[src/rtl/ref_window_fetch_pkg.sv]
// Shared window-fetch definitions: FSM states, filter geometry constants, sample width.
// Latency: n/a (types and constants only).
// Backpressure: n/a.
package ref_window_fetch_pkg;

  localparam int SAMPLE_W = 8;
  localparam int BLK      = 4;
  localparam int TAPS     = 8;
  localparam int WIN_MAX  = BLK + TAPS - 1;  // 11
  localparam int HALO     = TAPS / 2 - 1;    // 3 samples left/above the block

  typedef enum logic [1:0] {
    ST_IDLE = 2'd0,
    ST_REQ  = 2'd1,
    ST_WAIT = 2'd2,
    ST_OUT  = 2'd3
  } state_e;

  // Window side length along one axis: the block alone, or block plus filter halo.
  function automatic logic [3:0] win_dim(input logic interp);
    return interp ? 4'(WIN_MAX) : 4'(BLK);
  endfunction

endpackage

[src/rtl/ref_window_addr_gen.sv]
// Window geometry for one subblock MV and clamped row address of the next row request.
// Latency: combinational.
// Backpressure: none; pure function of its inputs.
module ref_window_addr_gen
  import ref_window_fetch_pkg::*;
#(
  parameter int FRAME_H = 1080
) (
  input  logic [11:0] blk_pos_x,
  input  logic [11:0] blk_pos_y,
  input  logic [14:0] mv_x_int,
  input  logic [14:0] mv_y_int,
  input  logic        interp_x,
  input  logic        interp_y,
  input  logic        start,      // a new window is being accepted this cycle
  input  logic [15:0] y0_hold,    // latched window top of the window in flight
  input  logic [3:0]  row_cur,    // row currently being delivered
  output logic [15:0] x0,
  output logic [15:0] y0,
  output logic [3:0]  win_w,
  output logic [3:0]  win_h,
  output logic [11:0] row_y       // frame row of the next request
);

  localparam logic signed [16:0] Y_MAX = 17'(FRAME_H - 1);

  logic [15:0]        base_y;
  logic [3:0]         row_off;
  logic signed [16:0] y_sum;

  // Window origin and size, then the next row's frame index clamped to the frame edges
  always_comb begin
    x0      = {4'd0, blk_pos_x} + {mv_x_int[14], mv_x_int} - (interp_x ? 16'(HALO) : 16'd0);
    y0      = {4'd0, blk_pos_y} + {mv_y_int[14], mv_y_int} - (interp_y ? 16'(HALO) : 16'd0);
    win_w   = win_dim(interp_x);
    win_h   = win_dim(interp_y);
    // A new window starts at its row 0; otherwise we address the row after the current one.
    base_y  = start ? y0 : y0_hold;
    row_off = start ? 4'd0 : row_cur + 4'd1;
    y_sum   = {base_y[15], base_y} + {13'd0, row_off};
    if (y_sum[16]) begin
      row_y = 12'd0;
    end else if (y_sum > Y_MAX) begin
      row_y = 12'(Y_MAX);
    end else begin
      row_y = y_sum[11:0];
    end
  end

endmodule

[src/rtl/ref_window_fetch.sv]
// Fetches the interpolation reference window of one 4x4 subblock row by row and streams it out.
// Latency: first MEM_REQ one cycle after MV accept; each row appears one cycle after its MEM_RVALID.
// Backpressure: MEM_GNT low holds the request; ROW_READY low holds the row; MV_READY low while busy.
module ref_window_fetch #(
  parameter int SAMPLE_W = 8,
  parameter int FRAME_H  = 1080,
  parameter int WIN_MAX  = 11
) (
  input  logic                          CLK,
  input  logic                          RST,
  input  logic                          MV_VALID,
  output logic                          MV_READY,
  input  logic [11:0]                   BLK_POS_X,
  input  logic [11:0]                   BLK_POS_Y,
  input  logic [14:0]                   MV_X_INT,
  input  logic [14:0]                   MV_Y_INT,
  input  logic [3:0]                    MV_X_FRAC,
  input  logic [3:0]                    MV_Y_FRAC,
  input  logic                          INTERP_X,
  input  logic                          INTERP_Y,
  output logic                          MEM_REQ,
  output logic [15:0]                   MEM_X,
  output logic [11:0]                   MEM_Y,
  output logic [3:0]                    MEM_LEN,
  input  logic                          MEM_GNT,
  input  logic                          MEM_RVALID,
  input  logic [WIN_MAX*SAMPLE_W-1:0]   MEM_RDATA,
  output logic                          ROW_VALID,
  input  logic                          ROW_READY,
  output logic [WIN_MAX*SAMPLE_W-1:0]   ROW_DATA,
  output logic [3:0]                    ROW_IDX,
  output logic                          ROW_LAST,
  output logic [3:0]                    OUT_FRAC_X,
  output logic [3:0]                    OUT_FRAC_Y,
  output logic                          OUT_INTERP_X,
  output logic                          OUT_INTERP_Y
);

  import ref_window_fetch_pkg::*;

  localparam int DW = WIN_MAX * SAMPLE_W;

  state_e          state_q, state_d;
  logic [3:0]      row_q, row_d;
  logic [3:0]      h_q, h_d;
  logic [15:0]     y0_q, y0_d;
  logic            mv_ready_q, mv_ready_d;
  logic            mem_req_q, mem_req_d;
  logic [15:0]     mem_x_q, mem_x_d;
  logic [11:0]     mem_y_q, mem_y_d;
  logic [3:0]      mem_len_q, mem_len_d;
  logic            row_valid_q, row_valid_d;
  logic [DW-1:0]   row_data_q, row_data_d;
  logic [3:0]      row_idx_q, row_idx_d;
  logic            row_last_q, row_last_d;
  logic [3:0]      frac_x_q, frac_x_d;
  logic [3:0]      frac_y_q, frac_y_d;
  logic            interp_x_q, interp_x_d;
  logic            interp_y_q, interp_y_d;

  logic            accept;
  logic [15:0]     ag_x0, ag_y0;
  logic [3:0]      ag_w, ag_h;
  logic [11:0]     ag_row_y;

  // mv_ready_q is only ever set while idle, so it alone qualifies the accept
  assign accept = MV_VALID & mv_ready_q;

  ref_window_addr_gen #(
    .FRAME_H (FRAME_H)
  ) u_addr_gen (
    .blk_pos_x (BLK_POS_X),
    .blk_pos_y (BLK_POS_Y),
    .mv_x_int  (MV_X_INT),
    .mv_y_int  (MV_Y_INT),
    .interp_x  (INTERP_X),
    .interp_y  (INTERP_Y),
    .start     (accept),
    .y0_hold   (y0_q),
    .row_cur   (row_q),
    .x0        (ag_x0),
    .y0        (ag_y0),
    .win_w     (ag_w),
    .win_h     (ag_h),
    .row_y     (ag_row_y)
  );

  // Next-state and next-output logic for the accept / request / wait / output loop
  always_comb begin
    state_d      = state_q;
    row_d        = row_q;
    h_d          = h_q;
    y0_d         = y0_q;
    mv_ready_d   = mv_ready_q;
    mem_req_d    = mem_req_q;
    mem_x_d      = mem_x_q;
    mem_y_d      = mem_y_q;
    mem_len_d    = mem_len_q;
    row_valid_d  = row_valid_q;
    row_data_d   = row_data_q;
    row_idx_d    = row_idx_q;
    row_last_d   = row_last_q;
    frac_x_d     = frac_x_q;
    frac_y_d     = frac_y_q;
    interp_x_d   = interp_x_q;
    interp_y_d   = interp_y_q;

    unique case (state_q)
      ST_IDLE: begin
        mv_ready_d = 1'b1;
        if (accept) begin
          state_d    = ST_REQ;
          mv_ready_d = 1'b0;
          row_d      = 4'd0;
          h_d        = ag_h;
          y0_d       = ag_y0;
          mem_req_d  = 1'b1;
          mem_x_d    = ag_x0;
          mem_y_d    = ag_row_y;
          mem_len_d  = ag_w;
          frac_x_d   = MV_X_FRAC;
          frac_y_d   = MV_Y_FRAC;
          interp_x_d = INTERP_X;
          interp_y_d = INTERP_Y;
        end
      end
      ST_REQ: begin
        if (MEM_GNT) begin
          state_d   = ST_WAIT;
          mem_req_d = 1'b0;
        end
      end
      ST_WAIT: begin
        if (MEM_RVALID) begin
          state_d     = ST_OUT;
          row_valid_d = 1'b1;
          row_data_d  = MEM_RDATA;
          row_idx_d   = row_q;
          row_last_d  = (row_q == h_q - 4'd1);
        end
      end
      ST_OUT: begin
        if (ROW_READY) begin
          row_valid_d = 1'b0;
          if (row_last_q) begin
            state_d    = ST_IDLE;
            mv_ready_d = 1'b1;
          end else begin
            state_d   = ST_REQ;
            row_d     = row_q + 4'd1;
            mem_req_d = 1'b1;
            mem_y_d   = ag_row_y;
          end
        end
      end
      default: state_d = ST_IDLE;
    endcase
  end

  // State and registered outputs; reset drops any window in flight
  always_ff @(posedge CLK) begin
    if (RST) begin
      state_q     <= ST_IDLE;
      row_q       <= '0;
      h_q         <= '0;
      y0_q        <= '0;
      mv_ready_q  <= 1'b0;
      mem_req_q   <= 1'b0;
      mem_x_q     <= '0;
      mem_y_q     <= '0;
      mem_len_q   <= '0;
      row_valid_q <= 1'b0;
      row_data_q  <= '0;
      row_idx_q   <= '0;
      row_last_q  <= 1'b0;
      frac_x_q    <= '0;
      frac_y_q    <= '0;
      interp_x_q  <= 1'b0;
      interp_y_q  <= 1'b0;
    end else begin
      state_q     <= state_d;
      row_q       <= row_d;
      h_q         <= h_d;
      y0_q        <= y0_d;
      mv_ready_q  <= mv_ready_d;
      mem_req_q   <= mem_req_d;
      mem_x_q     <= mem_x_d;
      mem_y_q     <= mem_y_d;
      mem_len_q   <= mem_len_d;
      row_valid_q <= row_valid_d;
      row_data_q  <= row_data_d;
      row_idx_q   <= row_idx_d;
      row_last_q  <= row_last_d;
      frac_x_q    <= frac_x_d;
      frac_y_q    <= frac_y_d;
      interp_x_q  <= interp_x_d;
      interp_y_q  <= interp_y_d;
    end
  end

  assign MV_READY     = mv_ready_q;
  assign MEM_REQ      = mem_req_q;
  assign MEM_X        = mem_x_q;
  assign MEM_Y        = mem_y_q;
  assign MEM_LEN      = mem_len_q;
  assign ROW_VALID    = row_valid_q;
  assign ROW_DATA     = row_data_q;
  assign ROW_IDX      = row_idx_q;
  assign ROW_LAST     = row_last_q;
  assign OUT_FRAC_X   = frac_x_q;
  assign OUT_FRAC_Y   = frac_y_q;
  assign OUT_INTERP_X = interp_x_q;
  assign OUT_INTERP_Y = interp_y_q;

endmodule

[config.mk]
export PLATFORM = sky130hd
export DESIGN_NAME = ref_window_fetch
export DESIGN_NICKNAME = d
export VERILOG_FILES = /design/src/rtl/ref_window_fetch_pkg.sv /design/src/rtl/ref_window_addr_gen.sv /design/src/rtl/ref_window_fetch.sv
export SDC_FILE = /design/constraint.sdc
export NUM_CORES = 1
export LEC_CHECK = 0
export CAP_MARGIN = 0
export CELL_PAD_IN_SITES_DETAIL_PLACEMENT = 0
export CELL_PAD_IN_SITES_GLOBAL_PLACEMENT = 1
export CORE_MARGIN = 4
export CORE_UTILIZATION = 35
export DETAILED_ROUTE_END_ITERATION = 8
export PLACE_DENSITY_LB_ADDON = 0.1
export SYNTH_ARGS = -nofsm -noshare
export SYNTH_HDL_FRONTEND = slang
export SYNTH_SLANG_ARGS = --single-unit
[constraint.sdc]
create_clock -name CLK -period 10.8 [get_ports CLK]
set_input_delay 1.08 -clock CLK [delete_from_list [all_inputs] [get_ports CLK]]
set_output_delay 1.08 -clock CLK [all_outputs]
set_load 0.01 [all_outputs]
# Yosys cells after proc, flatten, opt, wreduce, memory -nomap -nowiden

Cells that the tools add are included.

Bits of input ports: 158
Logic and storage cells: 81
Flip-flop bits (word level): 164
Output and inout port bits: 138

Eq/ne operators: 10
Multiplexer cells: 34
$lt $le $gt $ge: 1
Bitwise logic cells: 1
Add/sub/neg operators: 7
Reduce and logical (&&, ||, !) cells: 11

Operators by type and width:

| cell                                                                              | count |
|---|---|
| 12-bit 2-to-1 mux                                                                 | 5 |
| 13-bit by 15-bit adder with 16-bit output                                         | 2 |
| 16-bit subtractor                                                                 | 2 |
| 4-bit 2-to-1 mux                                                                  | 6 |
| 12-bit one-hot mux with 2 select lines                                            | 1 |
| 16-bit by 5-bit adder with 17-bit output                                          | 1 |
| 17-bit by 12-bit greater-than comparator with 1-bit output, second input constant | 1 |
| 16-bit 2-to-1 mux                                                                 | 1 |
| 2-bit 2-to-1 mux                                                                  | 6 |
| 1-bit 2-to-1 mux                                                                  | 10 |
| 2-bit inequality test, second input constant                                      | 5 |
| 2-bit one-hot mux with 4 select lines                                             | 1 |
| 4-bit one-hot mux with 2 select lines                                             | 1 |
| 4-bit AND reduction                                                               | 2 |
| 3-bit AND reduction                                                               | 2 |
| 5-bit AND reduction                                                               | 1 |
| 4-bit by 1-bit adder with 4-bit output, second input constant                     | 1 |
| 2-bit equality test, second input constant                                        | 2 |
| 4-bit equality test                                                               | 1 |
| 1-bit one-hot mux with 2 select lines                                             | 2 |
| 2-bit AND reduction                                                               | 2 |
| 2-bit nonzero test                                                                | 2 |
| 4-bit by 1-bit subtractor with 4-bit output, second input constant                | 1 |
| 1-bit one-hot mux with 3 select lines                                             | 1 |
| 5 further kinds                                                                   | 5 |

# Logic depth before layout (Yosys ltp)

Gate-level depths: netlist of the first run.

Depth in word-level cells: 10
Mapped depth: 18
Gate-level depth less buffers: 18

# By module

A second synthesis of the first run with hierarchy kept.

Cells, all modules: 1198
Area total of the unflattened synthesis: 9167.5 µm²

Modules (own cells, without submodules):

| module              | times used | area an instance (µm²) | cells an instance | seq. area each (µm²) |
|---|---|---|---|---|
| ref_window_fetch    | 1          | 5967.0                 | 734               | 3283.1 |
| ref_window_addr_gen | 1          | 3200.6                 | 464               | 0.0 |

# Worst setup path before layout of the first run

Ideal clock, no wire load.

Kind: in2reg
From: in BLK_POS_Y[1]
To: reg mem_y_q[6], in the netlist MEM_Y[6]
Buffers on the path: 0
Cell stages on the path: 12
Data required time: 10699 ps
Data arrival time: 4804 ps
Setup time: 101 ps
Slack: 5895 ps
Path through: inv_1 > fa_1 > fa_1 > nand2b_1 > a211oi_4 > a211oi_2 > a2111oi_4 > a31oi_2 > or4_4 > or4b_4 > and3_4 > o41ai_1

Longest elaborated chain between the ends: 10
Elaborated cells between the ends (all ways): 11
Those cells by class: 3 x add/sub; 1 x order compare; 7 x mux

RTL lines:

| what                                                       | RTL line                  | text |
|---|---|---|
| start, declared                                            | ref_window_fetch.sv:14    | `input logic [11:0] BLK_POS_Y,` |
| 13-bit by 15-bit adder with 16-bit output *                | ref_window_addr_gen.sv:34 | `y0 = {4'd0, blk_pos_y} + {mv_y_int[14], mv_y_int} - (interp_y ? 16'(HALO) : 16'd0);` |
| 16-bit subtractor *                                        | ref_window_addr_gen.sv:34 |  |
| 16-bit 2-to-1 mux *                                        | ref_window_addr_gen.sv:38 | `base_y = start ? y0 : y0_hold;` |
| 16-bit by 5-bit adder with 17-bit output *                 | ref_window_addr_gen.sv:40 | `y_sum = {base_y[15], base_y} + {13'd0, row_off};` |
| 17-bit by 12-bit greater-than comparator with 1-bit output | ref_window_addr_gen.sv:43 | `end else if (y_sum > Y_MAX) begin` |
| 12-bit 2-to-1 mux                                          | ref_window_addr_gen.sv:43 |  |
| 12-bit 2-to-1 mux *                                        | ref_window_addr_gen.sv:41 | `if (y_sum[16]) begin` |
| 12-bit 2-to-1 mux                                          | ref_window_fetch.sv:145   | `if (row_last_q) begin` |
| 12-bit 2-to-1 mux                                          | ref_window_fetch.sv:143   | `if (ROW_READY) begin` |
| 12-bit one-hot mux with 2 select lines *                   | ref_window_fetch.sv:108   | `unique case (state_q)` |
| end signal, assigned                                       | ref_window_fetch.sv:188   | `mem_y_q <= mem_y_d;` |
| end, declared                                              | ref_window_fetch.sv:50    | `logic [11:0] mem_y_q, mem_y_d;` |

Every way passes the cells marked *; elsewhere a longest branch is shown, timed or not. The select of a mux whose other input is x is not followed.
A chain may end at the register's enable or synchronous reset.

# Worst setup path in the final report of the first run

From: in INTERP_Y
To: reg mem_y_q[6], in the netlist MEM_Y[6]

Longest elaborated chain between the ends: 10
Elaborated cells between the ends (all ways): 11
Those cells by class: 2 x add/sub; 1 x order compare; 8 x mux

RTL lines:

| what                                                       | RTL line                  | text |
|---|---|---|
| start, declared                                            | ref_window_fetch.sv:20    | `input logic INTERP_Y,` |
| 2-bit 2-to-1 mux *                                         | ref_window_addr_gen.sv:34 |  |
| 16-bit subtractor *                                        | ref_window_addr_gen.sv:34 |  |
| 16-bit 2-to-1 mux *                                        | ref_window_addr_gen.sv:38 |  |
| 16-bit by 5-bit adder with 17-bit output *                 | ref_window_addr_gen.sv:40 |  |
| 17-bit by 12-bit greater-than comparator with 1-bit output | ref_window_addr_gen.sv:43 |  |
| 12-bit 2-to-1 mux                                          | ref_window_addr_gen.sv:43 |  |
| 12-bit 2-to-1 mux *                                        | ref_window_addr_gen.sv:41 |  |
| 12-bit 2-to-1 mux                                          | ref_window_fetch.sv:145   |  |
| 12-bit 2-to-1 mux                                          | ref_window_fetch.sv:143   |  |
| 12-bit one-hot mux with 2 select lines *                   | ref_window_fetch.sv:108   |  |

Marked as above.

==> results.json, run 1 <==
{
  "dpl.hpwl_mm": 19.31,
  "worst-path-max-fanout": 6,
  "place.gp.congestion": 0.8303,
  "fin_crit_sh_pct": 49.76,
  "nets": 1643,
  "leakage_nw": 4.858,
  "pwr-share-comb_pct": 37.1,
  "die_w_um": 165.5,
  "grt_max_degree": 69,
  "initial_core_util_pct": 35.60,
  "synth_area_mm2": 0.008683,
  "hold_violations": 0,
  "post-route-min-period_ns": 5.374,
  "cp.required_ns": 11.11,
  "synth_nets": 1382,
  "ios": 296,
  "synth_area_per_cell_um2": 7.518,
  "clock_latency_ns": 0.43,
  "p_int_mw": 1.361,
  "layout-drive-gt1-share_pct": 4.199,
  "pwr-share-clk_pct": 29.4,
  "ys.flop_type": "dfxtp_1",
  "gr-total-overflow": 0,
  "grt_antenna_before_repair": 0,
  "dpl_cell_area_mm2": 0.01186,
  "drt_iter0_markers": 397,
  "grtUsageTotal_pct": 18.28,
  "cp-end-kind": "register",
  "ys_top_cells_by_area": "dfxtp_1 (36%), nand2_1 (12%), ha_1 (9.2%)",
  "power_mw": 2.119,
  "fin_util_pct": 51.08,
  "hold_class": "reg2reg",
  "grt_pass1_wl_mm": 40.49,
  "synth_edf_count": 0,
  "die_area_mm2": 0.02739,
  "cts_max_level": 4,
  "core_mm2": 0.02439,
  "fmax_ghz": 0.1861,
  "swShare_pct": 35.77,
  "ys.warnings.count": 0,
  "slew_headroom_pct": 32.14,
  "cp-start-kind": "primary input",
  "ys_seq_elements": 158,
  "p_seq_share_pct": 33.5,
  "crit_type": "in2reg",
  "drt_pass1_iterations": 4,
  "cts_setup_buffers": 0,
  "final.setup.tns_ns": 0,
  "grt.busiest_layer": "met2",
  "stdcell_area_mm2": 0.01246,
  "cts_tree": "built",
  "port_buffers": 295,
  "die-height_um": 165.5,
  "synth_top_area_share_pct": 36.43,
  "grt_pass1_vias": 7900,
  "cts_root_buf": "clkbuf_16",
  "arrival_ns": 5.68,
  "syn-instance-count": 1155,
  "use_met1_pct": 23.44,
  "postSynth.asyncResetShare_pct": 0,
  "rsz0062_at_grt": "no",
  "clock_sinks": 158,
  "ys_types": 75,
  "syn_to_final_growth_pct": 43.47,
  "gr-usage-met2_pct": 30.73,
  "via_per_inst": 4.772,
  "synth_top_area_cell": "dfxtp_1",
  "wirelength_mm": 26.23,
  "vias": 8366,
  "seq_area_frac_synth_pct": 36.43,
  "cts_max_path_buffers": 2,
  "setup_slack_ns": 5.426,
  "status": "finished clean",
  "postCtsHoldBufs": 0,
  "worst_ir_drop_vdd_mv": 0.1149,
  "drc": 0,
  "tightest_slew_ns": 1.016,
  "wl_per_cell_um": 14.96,
  "setup_viol": 0,
  "antennaDiodeCount": 0,
  "core.rowCount": 57,
  "p_per_area_mw_per_mm2": 170.1,
  "met3_usage_pct": 5.088,
  "cts_made_buffers": 17,
  "clkTransAtPathRegs_ns": 0.07,
  "finClkSkew_ns": 0.01939,
  "antenna_left": 0,
  "drv_slew": 0,
  "place_ws_ns": 5.018,
  "cap_violations": 0,
  "post_cts_resized": 0,
  "p_switching_mw": 0.7582
}
logic make-up after synthesis:
logic type,share of synthesized area [%]
and+or+nand+nor,22.05
adders and majority gates,10.37
DFF,36.43
xor gates and xnor gates,3.228
AOI/OAI and AO/OA,19.58
buffers and inverters,7.997
muxes,0.3458
final timing paths:
check	start	end	slack, ns	cells past startpoint
worst max-delay path	INTERP_Y	MEM_Y[6]$_SDFFE_PP0P_	5.43	15
worst min-delay path	OUT_FRAC_X[1]$_SDFFE_PP0P_	OUT_FRAC_X[1]$_SDFFE_PP0P_	0.45	2
worst max register to register	MV_READY$_SDFFE_PP0P_	MEM_Y[6]$_SDFFE_PP0P_	6.45	15
worst min register to register	OUT_FRAC_X[1]$_SDFFE_PP0P_	OUT_FRAC_X[1]$_SDFFE_PP0P_	0.45	2
registers in the layout, indices dropped and copies added, names as in the netlist:
signal / flops
ROW_DATA: 88
MEM_X: 16
y0_q: 16
MEM_Y: 12
OUT_FRAC_X: 4
OUT_FRAC_Y: 4
ROW_IDX: 4
row_q: 4
MEM_LEN: 2
h_q: 2
state_q: 2
MEM_REQ: 1
MV_READY: 1
ROW_LAST: 1
ROW_VALID: 1
placed cells by master (no fill, tap or decap), drive strengths merged, types with 8 or more instances in the layout:
cell | Yosys | routed
and3 | 8 | 8
nor2 | 55 | 55
a21oi | 158 | 158
and2 | 8 | 8
xor2 | 10 | 10
dfxtp | 158 | 158
o21ai | 24 | 24
nand3 | 18 | 18
nand2 | 282 | 282
or3 | 8 | 8
a211oi | 16 | 16
nor3 | 21 | 21
xnor2 | 22 | 22
clkbuf | 45 | 18
clkdlybuf4s50 | 0 | 294
a21o | 12 | 12
buf | 15 | 8
ha | 64 | 64
inv | 121 | 128
cell type report:
class	instances	area, µm²
Clock buffer	18	429.2
Clock inverter	14	171.4
Fill cell	2474	11930
Inverter	121	454.2
Multi-Input combinational cell	816	4832
Sequential cell	158	3163
Tap cell	324	405.4
Timing Repair Buffer	302	3003
routing by layer:
metal	vias to the layer above	wire, µm
met5	-	0
met4	0	249
met3	17	2044
met2	220	12140
met1	3755	11800
li1	4374	-
cells in the mapped netlist, types with 10 or more instances:
| library cell | n |
|---|---|
| xnor2_1 | 22 |
| xor2_1 | 10 |
| ha_1 | 64 |
| a21o_1 | 12 |
| clkbuf_1 | 44 |
| inv_1 | 121 |
| dfxtp_1 | 158 |
| buf_1 | 10 |
| nor3_1 | 21 |
| nor2_1 | 55 |
| o21ai_0 | 23 |
| a21oi_1 | 158 |
| a211oi_1 | 11 |
| nand3_1 | 18 |
| nand2_1 | 282 |
power by group through the flow:
stage	sequential [mW]	clock [mW]	combinational [mW]
after floorplan	0.744	0	0.453
after CTS	0.710	0.644	0.797
after detailed placement	0.723	0	0.793
after global routing	0.720	0.665	0.876
final	0.710	0.622	0.787
after global placement	0.721	0	0.793
critical path: stages:
cell and delay [ns]:
clkdlybuf4s50_1 0.57, ha_1 0.27, inv_1 0.07, ha_1 0.19, inv_1 0.07, fa_1 0.41, nand2b_1 0.23, a211oi_4 0.36
a211oi_2 0.18, a2111oi_1 0.42, a211oi_1 0.17, or4_4 0.57, or4b_4 0.53, and3_4 0.21, o41ai_1 0.36
through the flow:
| stage | std cells | hold WS (ns) |
|---|---|---|
| after detailed placement | 1721 | 0.4455 |
| after floorplan | 1155 | 0.4320 |
| after CTS | 1753 | 0.4551 |
| final | 1753 | 0.4530 |
| after global routing | 1753 | 0.4675 |
| after global placement | 1721 | 0.4400 |
(Power assumes the default switching activity.)
==> inputs of run 2 (changes only) <==
--- a/config.mk
+++ b/config.mk
@@ -9,7 +9,7 @@
 export CELL_PAD_IN_SITES_DETAIL_PLACEMENT = 0
 export CELL_PAD_IN_SITES_GLOBAL_PLACEMENT = 1
 export CORE_MARGIN = 4
-export CORE_UTILIZATION = 35
+export CORE_UTILIZATION = 33
 export DETAILED_ROUTE_END_ITERATION = 8
 export PLACE_DENSITY_LB_ADDON = 0.1
 export SYNTH_ARGS = -nofsm -noshare
==> constraint.sdc (replaced) <==
create_clock -name CLK -period 5.11 [get_ports CLK]
set_input_delay 0.511 -clock CLK [delete_from_list [all_inputs] [get_ports CLK]]
set_output_delay 0.511 -clock CLK [all_outputs]
set_load 0.01 [all_outputs]
==> results.json, run 2 (synthesized netlist as in run 1, its figures left out) <==
{
  "dpl_cell_area_mm2": 0.01197,
  "layout_common_cells": "clkdlybuf4s50_1 (294), nand2_1 (281), dfxtp_1 (158), a21oi_1 (158), inv_1 (121)",
  "hold_end": "MEM_X[5]$_SDFFE_PP0P_",
  "cap_violations": 0,
  "vias": 8411,
  "layout-drive-gt1-share_pct": 5.128,
  "clock_latency_ns": 0.43,
  "leakage_nw": 4.924,
  "status": "finished clean",
  "post-route-min-period_ns": 4.588,
  "crit_cells": 15,
  "cts_max_path_buffers": 2,
  "initial_core_util_pct": 33.42,
  "cts_setup_buffers": 0,
  "fmax_ghz": 0.2180,
  "grtUsageTotal_pct": 17.47,
  "grt_pass1_wl_mm": 41.48,
  "drc": 0,
  "tightest_slew_ns": 1.063,
  "grt_pass1_vias": 7818,
  "dpl.hpwl_mm": 19.32,
  "hold_class": "reg2reg",
  "clkTransAtPathRegs_ns": 0.07,
  "stdcell_area_mm2": 0.01256,
  "fin_cells": 1778,
  "whs_path_depth": 2,
  "setup_viol": 0,
  "cts_made_buffers": 17,
  "postCtsHoldBufs": 0,
  "clock_sinks": 158,
  "cts_tree": "built",
  "port_buffers": 295,
  "rsz0062_at_grt": "no",
  "post_cts_resized": 0,
  "largest_register_ff_count": 88,
  "fin_crit_sh_pct": 89.78,
  "hp-start": "MEM_X[5]$_SDFFE_PP0P_",
  "cts_max_level": 4,
  "worstReg2RegEnd": "MEM_Y[9]$_SDFFE_PP0P_",
  "grt_antenna_before_repair": 1,
  "drt_pass1_iterations": 5,
  "fillers": 2649,
  "via_per_inst": 4.731,
  "cp-start-kind": "primary input",
  "grt_max_degree": 90,
  "cp.required_ns": 5.43,
  "crit_chain": "clkdlybuf4s50_1, ha_1, inv_1, ha_1, inv_1, fa_1, nand2b_1, a211oi_4, a211oi_2, a2111oi_4, a31oi_2, or4_4, or4b_4, and3_4, o41ai_1",
  "nets": 1657,
  "antennaDiodeCount": 0,
  "reg2regPathDepth": 11,
  "rr_startpoint": "MV_READY$_SDFFE_PP0P_",
  "finClkSkew_ns": 0.02001,
  "core_mm2": 0.02598,
  "ios": 296,
  "final.setup.tns_ns": 0,
  "wirelength_mm": 26.39,
  "place.gp.congestion": 0.7725,
  "crit_type": "in2reg",
  "drt_iter0_markers": 529,
  "die_area_mm2": 0.02897,
  "crit_slowest_cell": "clkdlybuf4s50_1",
  "hold_violations": 0,
  "die_w_um": 170.2,
  "arrival_ns": 4.90,
  "wl_per_cell_um": 14.84,
  "path_buf_inv": 3,
  "worst_ir_drop_vdd_mv": 0.1763,
  "p_per_area_mw_per_mm2": 356.4,
  "cp-end-kind": "register",
  "antenna_left": 0,
  "syn_to_final_growth_pct": 44.70,
  "r2r_slack_ns": 1.60,
  "gr-total-overflow": 0,
  "placed_cells_incl_taps": 1746,
  "layout_commonest_cell": "clkdlybuf4s50_1",
  "core.rowCount": 59,
  "drv_slew": 0,
  "die-height_um": 170.2,
  "slew_headroom_pct": 29.01,
  "cp_top_family": "simple AND/OR/NAND/NOR gates",
  "cts_root_buf": "clkbuf_16",
  "fin_util_pct": 48.35,
  "worst-path-max-fanout": 6,
  "critPathMaxStageDelay_ns": 0.55
}
run 2: area by class of cell:
| type | instances | area, µm² | area share [%] |
|---|---|---|---|
| clock buffers | 17 | 425.4 | 3.386 |
| clock inverters | 15 | 165.2 | 1.314 |
| inverters | 121 | 454.2 | 3.615 |
| multi-input cells | 816 | 4830 | 38.44 |
| flip-flops and latches | 158 | 3163 | 25.17 |
| well taps | 335 | 419.2 | 3.336 |
| repair buffers | 316 | 3108 | 24.74 |
run 2: worst register-to-register path: cells and delay by family, from the launching register on:
kind                       cells  cell delay (ns)
and+or+nand+nor                5             1.60
AOI/OAI and AO/OA              4             0.70
DFF                            1             0.41
adders and majority gates      1             0.36
buffers and inverters          1             0.35
run 2: routing by layer:
layer | GRT usage, % | vias to the layer above | wire (µm)
li1 | - | 4408 | -
met1 | 24.47 | 3770 | 12820
met2 | 27.84 | 221 | 11690
met3 | 4.181 | 10 | 1665
met4 | 2.986 | 2 | 202
met5 | 0 | - | 17
run 2: stage by stage:
step / hold WS [ns] / setup slack, ns / total power, mW
after floorplan: 0.4320 / 0.7739 / 2.530
after global placement: 0.4386 / 0.1272 / 3.233
after detailed placement: 0.4428 / 0.06596 / 3.241
after CTS: 0.4530 / 0.5211 / 4.549
after global routing: 0.4681 / 0.2923 / 4.805
final: 0.4507 / 0.5225 / 4.478
run 2: worst max path at each step:
stage | startpoint | endpoint | slack (ns)
3_3_place_gp | BLK_POS_Y[1] | MEM_Y[9]$_SDFFE_PP0P_ | 0.13
4_1_cts | INTERP_Y | MEM_Y[9]$_SDFFE_PP0P_ | 0.52
5_1_grt | INTERP_Y | MEM_Y[9]$_SDFFE_PP0P_ | 0.29
6_report | INTERP_Y | MEM_Y[9]$_SDFFE_PP0P_ | 0.52
3_5_place_dp | INTERP_Y | MEM_Y[9]$_SDFFE_PP0P_ | 0.07
2_1_floorplan | BLK_POS_Y[1] | MEM_Y[6]$_SDFFE_PP0P_ | 0.77
run 2: report_power, final:
group	switching [mW]	total, mW	internal, mW
Sequential	0.0998	1.50	1.40
Combinational	0.927	1.70	0.770
Clock	0.623	1.28	0.660
Total	1.65	4.48	2.83
